### src/rtl/lsu_sram_ctrl.sv
// Load/store sequencer for the single-port data SRAM: one word access per request, fixed wait states.
// Ack arrives WAIT_CYCLES+2 cycles after the request is first sampled; an out-of-range address acks one cycle later with err.
module lsu_sram_ctrl #(
   parameter int ADDR_W      = 14,
   parameter int WAIT_CYCLES = 1
) (
   input  logic              clk,
   input  logic              rst_n,
   input  logic              rd_en,
   input  logic              wr_en,
   input  logic [31:0]       addr,
   input  logic [31:0]       wdata,
   input  logic [3:0]        bmask,
   output logic [31:0]       rdata,
   output logic              ack,
   output logic              err,
   output logic [ADDR_W-1:0] sram_addr,
   output logic [31:0]       sram_wdata,
   output logic [3:0]        sram_bmask,
   output logic              sram_ce_n,
   output logic              sram_we_n,
   input  logic [31:0]       sram_rdata
);

   typedef enum logic [1:0] {IDLE, ACCESS, ACK} state_t;

   localparam logic [3:0] WAIT_INIT = 4'(WAIT_CYCLES);

   state_t     state_q, state_d;
   logic [3:0] cnt_q;
   logic       is_store_q;
   logic       req;
   logic       out_of_range;
   logic       accept;
   logic       finish;

   always_comb begin
      state_d      = state_q;
      accept       = 1'b0;
      finish       = 1'b0;
      req          = rd_en | wr_en;
      out_of_range = |(addr >> (ADDR_W + 2));
      case (state_q)
         IDLE: begin
            if (req) begin
               accept  = 1'b1;
               state_d = out_of_range ? ACK : ACCESS;
            end
         end
         ACCESS: begin
            if (cnt_q == 4'd0) begin
               finish  = 1'b1;
               state_d = ACK;
            end
         end
         ACK:     state_d = IDLE;
         default: state_d = IDLE;
      endcase
   end

   always_ff @(posedge clk or negedge rst_n) begin
      if (!rst_n) begin
         state_q    <= IDLE;
         cnt_q      <= 4'd0;
         is_store_q <= 1'b0;
         rdata      <= 32'h0;
         ack        <= 1'b0;
         err        <= 1'b0;
         sram_addr  <= '0;
         sram_wdata <= 32'h0;
         sram_bmask <= 4'h0;
         sram_ce_n  <= 1'b1;
         sram_we_n  <= 1'b1;
      end else begin
         state_q <= state_d;
         ack     <= 1'b0;
         err     <= 1'b0;
         if (accept) begin
            if (out_of_range) begin
               // SRAM pins are left alone; only a load clobbers rdata.
               ack <= 1'b1;
               err <= 1'b1;
               if (!wr_en) rdata <= 32'h0;
            end else begin
               sram_addr  <= addr[ADDR_W+1:2];
               sram_wdata <= wdata;
               sram_bmask <= bmask;
               is_store_q <= wr_en;
               cnt_q      <= WAIT_INIT;
               sram_ce_n  <= 1'b0;
               sram_we_n  <= ~wr_en;
            end
         end
         if (state_q == ACCESS) begin
            if (finish) begin
               ack       <= 1'b1;
               sram_ce_n <= 1'b1;
               sram_we_n <= 1'b1;
               if (!is_store_q) rdata <= sram_rdata;
            end else begin
               cnt_q <= cnt_q - 4'd1;
            end
         end
      end
   end

endmodule

### config.mk
export PLATFORM = sky130hd
export DESIGN_NAME = lsu_sram_ctrl
export DESIGN_NICKNAME = d
export VERILOG_FILES = /design/src/rtl/lsu_sram_ctrl.sv
export SDC_FILE = /design/constraint.sdc
export NUM_CORES = 1
export LEC_CHECK = 0
export ABC_AREA = 1
export BUFFER_PORTS_ARGS = -buffer_cell sky130_fd_sc_hd__buf_2
export CORE_AREA = 2 2 82 103
export DETAILED_ROUTE_END_ITERATION = 10
export DIE_AREA = 0 0 84 105
export PLACE_DENSITY = 0.79
export SKIP_CTS_REPAIR_TIMING = 1
export SLEW_MARGIN = 5
export SYNTH_ARGS = -nofsm -noshare
export SYNTH_HDL_FRONTEND = slang
export SYNTH_SLANG_ARGS = --single-unit
### constraint.sdc
create_clock -name clk -period 2.8 [get_ports clk]
set_clock_uncertainty 0.15 [all_clocks]
set_input_delay 0.42 -clock clk [delete_from_list [all_inputs] [get_ports clk]]
set_output_delay 0.42 -clock clk [all_outputs]
set_load 0.01 [all_outputs]
==> results by group, run 1 <==
Final layout
  • Most frequent cells in the layout: nand2_1 (233), buf_2 (186), dfrtp_1 (91)
  • Filler Cell Count: 691
  • Fin cells: 710
  • Synth-to-layout area growth: 32.1%
  • Area of the multi-input gates: 1230 um2
  • Final #Nets: 716
  • Antenna Diode Count: 0
  • Final Core Density: 63.2%
  • Share of cells above drive strength 1: 35.4%
  • Reg area: 2330 um2
  • Most common cell after layout, fill and taps aside: nand2_1

Yosys
  • Synth Area in Adders: 0.671%
  • Cell Area, Synth: 3730 um2
  • Syn nets: 531
  • Post-synthesis cell count: 425
  • Register area share after synthesis: 62.5%
  • Fraction of synthesized area in multiplexers: 0%
  • Cell variety after synth: 18
  • Xor-xnor portion of the synthesized cell area: 0.235%
  • Cell accounting for the most synthesized area: dfrtp_1
  • Synth Area in Compound Gates: 0.671%
  • Synth top area share: 61.1%
  • Syn Area/Cell: 8.77 um2
  • Post-synthesis simple-gate area fraction: 31.4%
  • Register bit total from synthesis: 93
  • Synth Warn #: 0
  • Largest family of logic cells by synthesized area: simple AND/OR/NAND/NOR gates
  • Top post-synthesis cells by area: dfrtp_1 (61%), nand2_1 (23%), nand3_1 (5.2%)

STA
  • Fmax: 491 MHz
  • Max-Slew Margin vs Limit: 60.9%
  • Post-layout min period: 2.04 ns
  • Slew @ Worst Pin: 0.587 ns
  • Fin. max-slew vios: 0
  • Setup TNS: 0 ns
  • Final Cycle Share: 72.7%
  • Fin. Hold Viols: 0
  • RSZ-0062 raised after global routing: false
  • Setup-failing EPs final: 0

GRT
  • Initial antenna violation count: 0
  • Gr ovfl total: 0
  • GRT Util Overall: 21.5%
  • Global-route wire length before repair: 15100 um
  • Vias in the first global route: 3254
  • Largest net degree at the start of global routing: 59

Route
  • Routed wire per std cell: 12.9 um
  • Initial drt markers: 158
  • Remaining DRCs: 0
  • DR vias/cell: 4.75
  • Detailed Route WL: 9130 um
  • Vias post-DR: 3373
  • First-pass DRT Iterations: 4
  • Antenna Nets Post-Route: 0

Floorplanning
  • Die Footprint: 8820 um2
  • Die X-Extent: 84 um
  • Core ar.: 7790 um2
  • Placement Rows: 36
  • Starting Density: 47.8%
  • Die height: 105 um
  • Top-level I/O count: 190

Min path
  • Hold crit path type: input port to flop
  • HP Start: addr[11]

Setup path
  • Crit Path Max Fanout: 32
  • Startpoint Class: flop
  • CP startpoint: cnt_q[0]$_DFF_PN0_
  • RR Startpoint: cnt_q[0]$_DFF_PN0_
  • Crit Path Class: flop to flop
  • CP endpoint kind: flop
  • Crit path DAT: 2.12 ns
  • WP data required: 2.89 ns

Power and ir drop
  • Pleak: 3.16 nW
  • Peak supply drop: 0.000299 V
  • Total power density per cell area: 482 nW/um2

CTS
  • Clk_lat worst skew: 0.35 ns
  • Root Buffer: clkbuf_8
  • Max Root-Sink Buffers: 2
  • CTS buffer count: 9
  • Clk sink count: 93
  • Clock transition at the registers of the reported paths: 0.09 ns
  • CTS H-tree lvls: 3
  • CTS tree: built

Job
  • # Max-Cap Violations: 0

Place
  • Dpl cells: 693
  • Number of port buffers: 187
  • DPL Wire Length: 6680 um
  • RePlAce Congestion: 0.783

Run status
  • Status: complete, no violations
[per-layer routing]
| layer | GRT usage [%] | vias to the layer above | part of all wire (%) |
|---|---|---|---|
| met5 | 0 | - | 0 |
| met4 | 7.83 | 0 | 1.6 |
| met3 | 6.87 | 12 | 9.3 |
| met2 | 35.1 | 155 | 48 |
| met1 | 26.8 | 1530 | 41 |
| li1 | - | 1676 | - |
[kinds of logic (layout without fill, tap and decap cells)]
group,Yosys count,count (layout)
compound gates,5,5
xor+xnor,1,1
fa+ha+maj,2,2
buf+inv,31,221
flops,93,93
simple gates,293,293
[critical path, stage by stage (launching register included)]
cell     delay [ns]
dfrtp_1        0.40
inv_1          0.10
ha_1           0.19
nand3_2        0.14
nor2_2         0.34
inv_2          0.32
nand3_1        0.18
nand2_1        0.09
[path summary, 6_finish.rpt]
path	to	slack (ns)	cells after the start
max reg2reg	rdata[11]$_DFF_PN0_	0.76	7
min	sram_addr[9]$_DFFE_PN0P_	0.10	3
min in group asynchronous	rdata[16]$_DFF_PN0_	0.45	2
max	rdata[11]$_DFF_PN0_	0.76	7
max in group asynchronous	sram_wdata[11]$_DFFE_PN0P_	1.39	3
min reg2reg	sram_ce_n$_DFF_PN1_	0.32	2
[metrics by stage]
stage | setup WS, ns | total power [mW] | hold slack [ns] | area [um2]
floorplan | 1.27 | 1.40 | -0.0256 | 3730
global placement | 0.791 | 1.51 | 0.301 | 4710
detailed placement | 0.741 | 1.51 | 0.306 | 4710
CTS | 0.739 | 2.40 | -0.0821 | 4910
global route | 0.561 | 2.47 | 0.0852 | 4920
finish | 0.764 | 2.37 | 0.102 | 4920
[flip-flops by register name, indices dropped and copies added, names as in the netlist]
register / flops
rdata: 32
sram_wdata: 32
sram_addr: 14
cnt_q: 4
sram_bmask: 4
state_q: 2
ack: 1
err: 1
is_store_q: 1
sram_ce_n: 1
sram_we_n: 1
[final cells by class]
cell class | count | share of cell area, %
multi-input combinational | 301 | 24.9
timing repair buffer | 194 | 20.4
tap | 95 | 2.41
inverter | 11 | 0.838
clock inverter | 6 | 1.27
clock buffer | 10 | 2.79
sequential | 93 | 47.3
[Yosys cell counts (all sizes together)]
cell type and number:
nor2 17, dfrtp 91, ha 2, or2 1, xnor2 1, buf 17
dfstp 2, inv 11, clkbuf 3, nand3 41, nand2 233, o21ai 5
nor3 1
[report_power, final]
part           switching, mW  internal (mW)
registers            0.00183           1.35
clock network          0.456          0.436
logic                 0.0687         0.0634
total                  0.526           1.85
No activity file was read; power rests on OpenSTA's default activity.
==> run 2, diff against run 1 <==
--- a/config.mk
+++ b/config.mk
@@ -5,12 +5,12 @@
 export SDC_FILE = /design/constraint.sdc
 export NUM_CORES = 1
 export LEC_CHECK = 0
-export ABC_AREA = 1
+export ABC_AREA = 0
 export BUFFER_PORTS_ARGS = -buffer_cell sky130_fd_sc_hd__buf_2
-export CORE_AREA = 2 2 82 103
+export CORE_AREA = 2 2 85 107
 export DETAILED_ROUTE_END_ITERATION = 10
-export DIE_AREA = 0 0 84 105
-export PLACE_DENSITY = 0.79
+export DIE_AREA = 0 0 87 109
+export PLACE_DENSITY = 0.73
 export SKIP_CTS_REPAIR_TIMING = 1
 export SLEW_MARGIN = 5
 export SYNTH_ARGS = -nofsm -noshare
==> constraint.sdc (replaced) <==
create_clock -name clk -period 1.91 [get_ports clk]
set_clock_uncertainty 0.15 [all_clocks]
set_input_delay 0.2865 -clock clk [delete_from_list [all_inputs] [get_ports clk]]
set_output_delay 0.2865 -clock clk [all_outputs]
set_load 0.01 [all_outputs]
==> results by group, run 2 <==
Run status
  • Status: finished with violations
  • Failing checks: negative hold slack

CTS
  • CTS tree: built
  • Clk_lat worst skew: 0.35 ns (about the same)
  • Max Root-Sink Buffers: 2 (unchanged)
  • Root Buffer: clkbuf_8
  • Clock transition at the registers of the reported paths: 0.08 ns (about the same)
  • CTS H-tree lvls: 3 (unchanged)
  • Clk sink count: 93 (unchanged)
  • CTS buffer count: 9 (unchanged)

Power and ir drop
  • Logic pwr share: 7.5% (+1.9 points)
  • Flop pwr share: 53.8% (-3.1 points)
  • Internal power: 2.91 mW (+58%)
  • Total power density per cell area: 669 nW/um2 (+39%)
  • Sw frac: 20.7% (-1.4 points)
  • Clock power frac: 38.6% (+1.0 points)
  • Net load switching power: 763 uW (+45%)
  • Pleak: 3.02 nW (-4.7%)
  • Peak supply drop: 0.000426 V (+43%)
  • Total power: 3.68 mW (+55%)

Setup path
  • Crit Path Class: flop to flop
  • CP endpoint kind: flop
  • WP data required: 2.03 ns (-0.86 ns)
  • Slowest CP cell: dfrtp_1
  • Crit path DAT: 1.86 ns (-0.26 ns)
  • Slowest stage delay, CP: 0.37 ns (-0.03 ns)
  • Crit Path Max Fanout: 32 (unchanged)
  • Critical Path, Cell by Cell: inv_1, ha_1, nor3b_4, nand2_2, nor2_2, buf_12, o2bb2ai_1
  • Startpoint Class: flop

STA
  • Slew @ Worst Pin: 0.328 ns (-0.259 ns)
  • Final Cycle Share: 90.8% (+18 points)
  • Max-Slew Margin vs Limit: 78.1% (+17 points)
  • Setup TNS: 0 ns (unchanged)
  • Fin. Hold Viols: 2 (+2)
  • Post-layout min period: 1.73 ns (-0.303 ns)
  • Final worst setup slack: 0.176 ns (-0.587 ns)
  • Final hold slack: -0.00413 ns (-0.106 ns)
  • Fin. max-slew vios: 0 (unchanged)
  • Fmax: 577 MHz (+17%)
  • Setup-failing EPs final: 0 (unchanged)
  • RSZ-0062 raised after global routing: false

GRT
  • Global-route wire length before repair: 13200 um (-13%)
  • Initial antenna violation count: 0 (unchanged)
  • Gr ovfl total: 0 (unchanged)
  • GRT Util Overall: 18.1% (-3.4 points)
  • Vias in the first global route: 2794 (-14%)
  • Largest net degree at the start of global routing: 33 (-44%)

Yosys
  • Post-synthesis cell count: 267 (-37%)
  • Top post-synthesis cells by area: dfrtp_1 (62%), mux2_2 (8.2%), o2bb2ai_1 (7.6%)
  • Syn Area/Cell: 13.8 um2 (+58%)
  • Syn nets: 373 (-30%)
  • Post-synth EDFFs: 0 (unchanged)
  • Synth Warn #: 0 (unchanged)
  • Register bit total from synthesis: 93 (unchanged)
  • Ys flop type: dfrtp_1
  • Ys async rst share: 100% (unchanged)
  • Cell Area, Synth: 3690 um2 (-0.97%)
  • Synth cell count leaders: dfrtp_1 (91), nand2_1 (37), o2bb2ai_1 (32)
  • Cell accounting for the most synthesized area: dfrtp_1
  • Most numerous cell in the Yosys netlist: dfrtp_1
  • Cell variety after synth: 32 (+14)
  • Synth top area share: 61.7% (+0.60 points)
  • Register area share after synthesis: 63.1% (+0.61 points)

Floorplanning
  • Starting Density: 43.4% (-4.5 points)
  • Die Footprint: 9480 um2 (+7.5%)
  • Die height: 109 um (+3.8%)
  • Die X-Extent: 87 um (+3.6%)
  • Core ar.: 8510 um2 (+9.2%)
  • Top-level I/O count: 190 (unchanged)
  • Placement Rows: 38 (+5.6%)

Final layout
  • Most common cell after layout, fill and taps aside: buf_2
  • Most frequent cells in the layout: buf_2 (186), dfrtp_1 (91), dlygate4sd3_1 (44)
  • Fin cells: 611 (-14%)
  • Final Core Density: 64.5% (+1.3 points)
  • Share of cells above drive strength 1: 48.9% (+13 points)
  • Largest registers: rdata: 32 flops, sram_wdata: 32 flops, sram_addr: 14 flops
  • Synth-to-layout area growth: 48.8%
  • Antenna Diode Count: 0 (unchanged)
  • Final #Nets: 612 (-15%)
  • Design area: 5490 um2 (+12%)

Place
  • Number of port buffers: 187 (unchanged)
  • Pre-CTS WS: -0.146 ns (-0.886 ns)
  • Cell Area, Placed: 4820 um2 (+2.3%)
  • Dpl cells: 551 (-20%)
  • DPL Wire Length: 6260 um (-6.4%)
  • RePlAce Congestion: 0.735 (-6.1%)

Route
  • First-pass DRT Iterations: 4 (unchanged)
  • Remaining DRCs: 0 (unchanged)
  • Antenna Nets Post-Route: 0 (unchanged)
  • Detailed Route WL: 8970 um (-1.8%)
  • Routed wire per std cell: 14.7 um (+14%)
  • Initial drt markers: 94 (-41%)
  • DR vias/cell: 4.92 (+3.6%)
  • Vias post-DR: 3006 (-11%)

Job
  • # Max-Cap Violations: 0 (unchanged)

Min path
  • Hold crit path type: input port to flop
-- run 2: changes by cell type after synthesis, sizes merged, moves of 7 or more --
cell | previous run | this run
nor2 | 17 | 4
nand2 | 233 | 37
o2bb2ai | 0 | 32
nand3 | 41 | 3
buf | 17 | 10
mux2 | 0 | 50
-- run 2: final cells by class --
cell class | count | area, um2
clock buffers | 13 | 149
well taps | 100 | 125
fillers | 687 | 3020
multi-input cells | 154 | 1260
repair buffers | 243 | 1540
flip-flops and latches | 93 | 2330
clock inverters | 3 | 68.8
inverters | 5 | 18.8
-- run 2: path summary, 6_finish.rpt --
kind / start / endpoint / slack [ns] / cells past startpoint
max in group asynchronous: rst_n / sram_wdata[16]$_DFFE_PN0P_ / 0.81 / 3
min in group asynchronous: rst_n / sram_addr[1]$_DFFE_PN0P_ / 0.22 / 2
setup reg to reg: cnt_q[0]$_DFF_PN0_ / rdata[10]$_DFF_PN0_ / 0.18 / 7
hold / removal: sram_rdata[17] / rdata[17]$_DFF_PN0_ / -0.004 / 2
hold reg to reg: sram_wdata[14]$_DFFE_PN0P_ / sram_wdata[14]$_DFFE_PN0P_ / 0.34 / 1
setup / recovery: cnt_q[0]$_DFF_PN0_ / rdata[10]$_DFF_PN0_ / 0.18 / 7
-- run 2: cell families (layout without fill, tap and decap cells) --
family                   Yosys count  after routing  share of synthesized area, %
adder cells (fa/ha/maj)            2              2                         0.678
flip-flops                        93             93                          63.1
multiplexers                      50             50                          15.3
XOR/XNOR                           1              1                         0.237
AND/OR/NAND/NOR                   58             58                          7.97
buffers and inverters             20            264                          3.36
AO/OA/AOI/OAI                     43             43                          9.39
-- run 2: critical path, delay by kind of cell (launching register included) --
family                   cells  cell delay (ns)
AO/OA/AOI/OAI                1             0.14
adder cells (fa/ha/maj)      1             0.16
buffers and inverters        2             0.30
flip-flops                   1             0.37
AND/OR/NAND/NOR              3             0.53
-- run 2: power groups by stage --
| stage | clock network, mW | logic [mW] | registers, mW |
|---|---|---|---|
| detailed placement | 0 | 0.210 | 2.02 |
| CTS | 1.47 | 0.211 | 1.98 |
| global route | 1.55 | 0.306 | 1.98 |
| floorplan | 0 | 0.0278 | 2.02 |
| global placement | 0 | 0.203 | 2.02 |
| finish | 1.42 | 0.277 | 1.98 |
-- run 2: routing by layer --
| metal | GRT usage, % | vias up | wire, um |
|---|---|---|---|
| met5 | 0 | - | 0 |
| met1 | 21.1 | 1455 | 3400 |
| met2 | 30.7 | 108 | 4890 |
| met3 | 3.41 | 19 | 427 |
| met4 | 11.0 | 0 | 253 |
| li1 | - | 1424 | - |
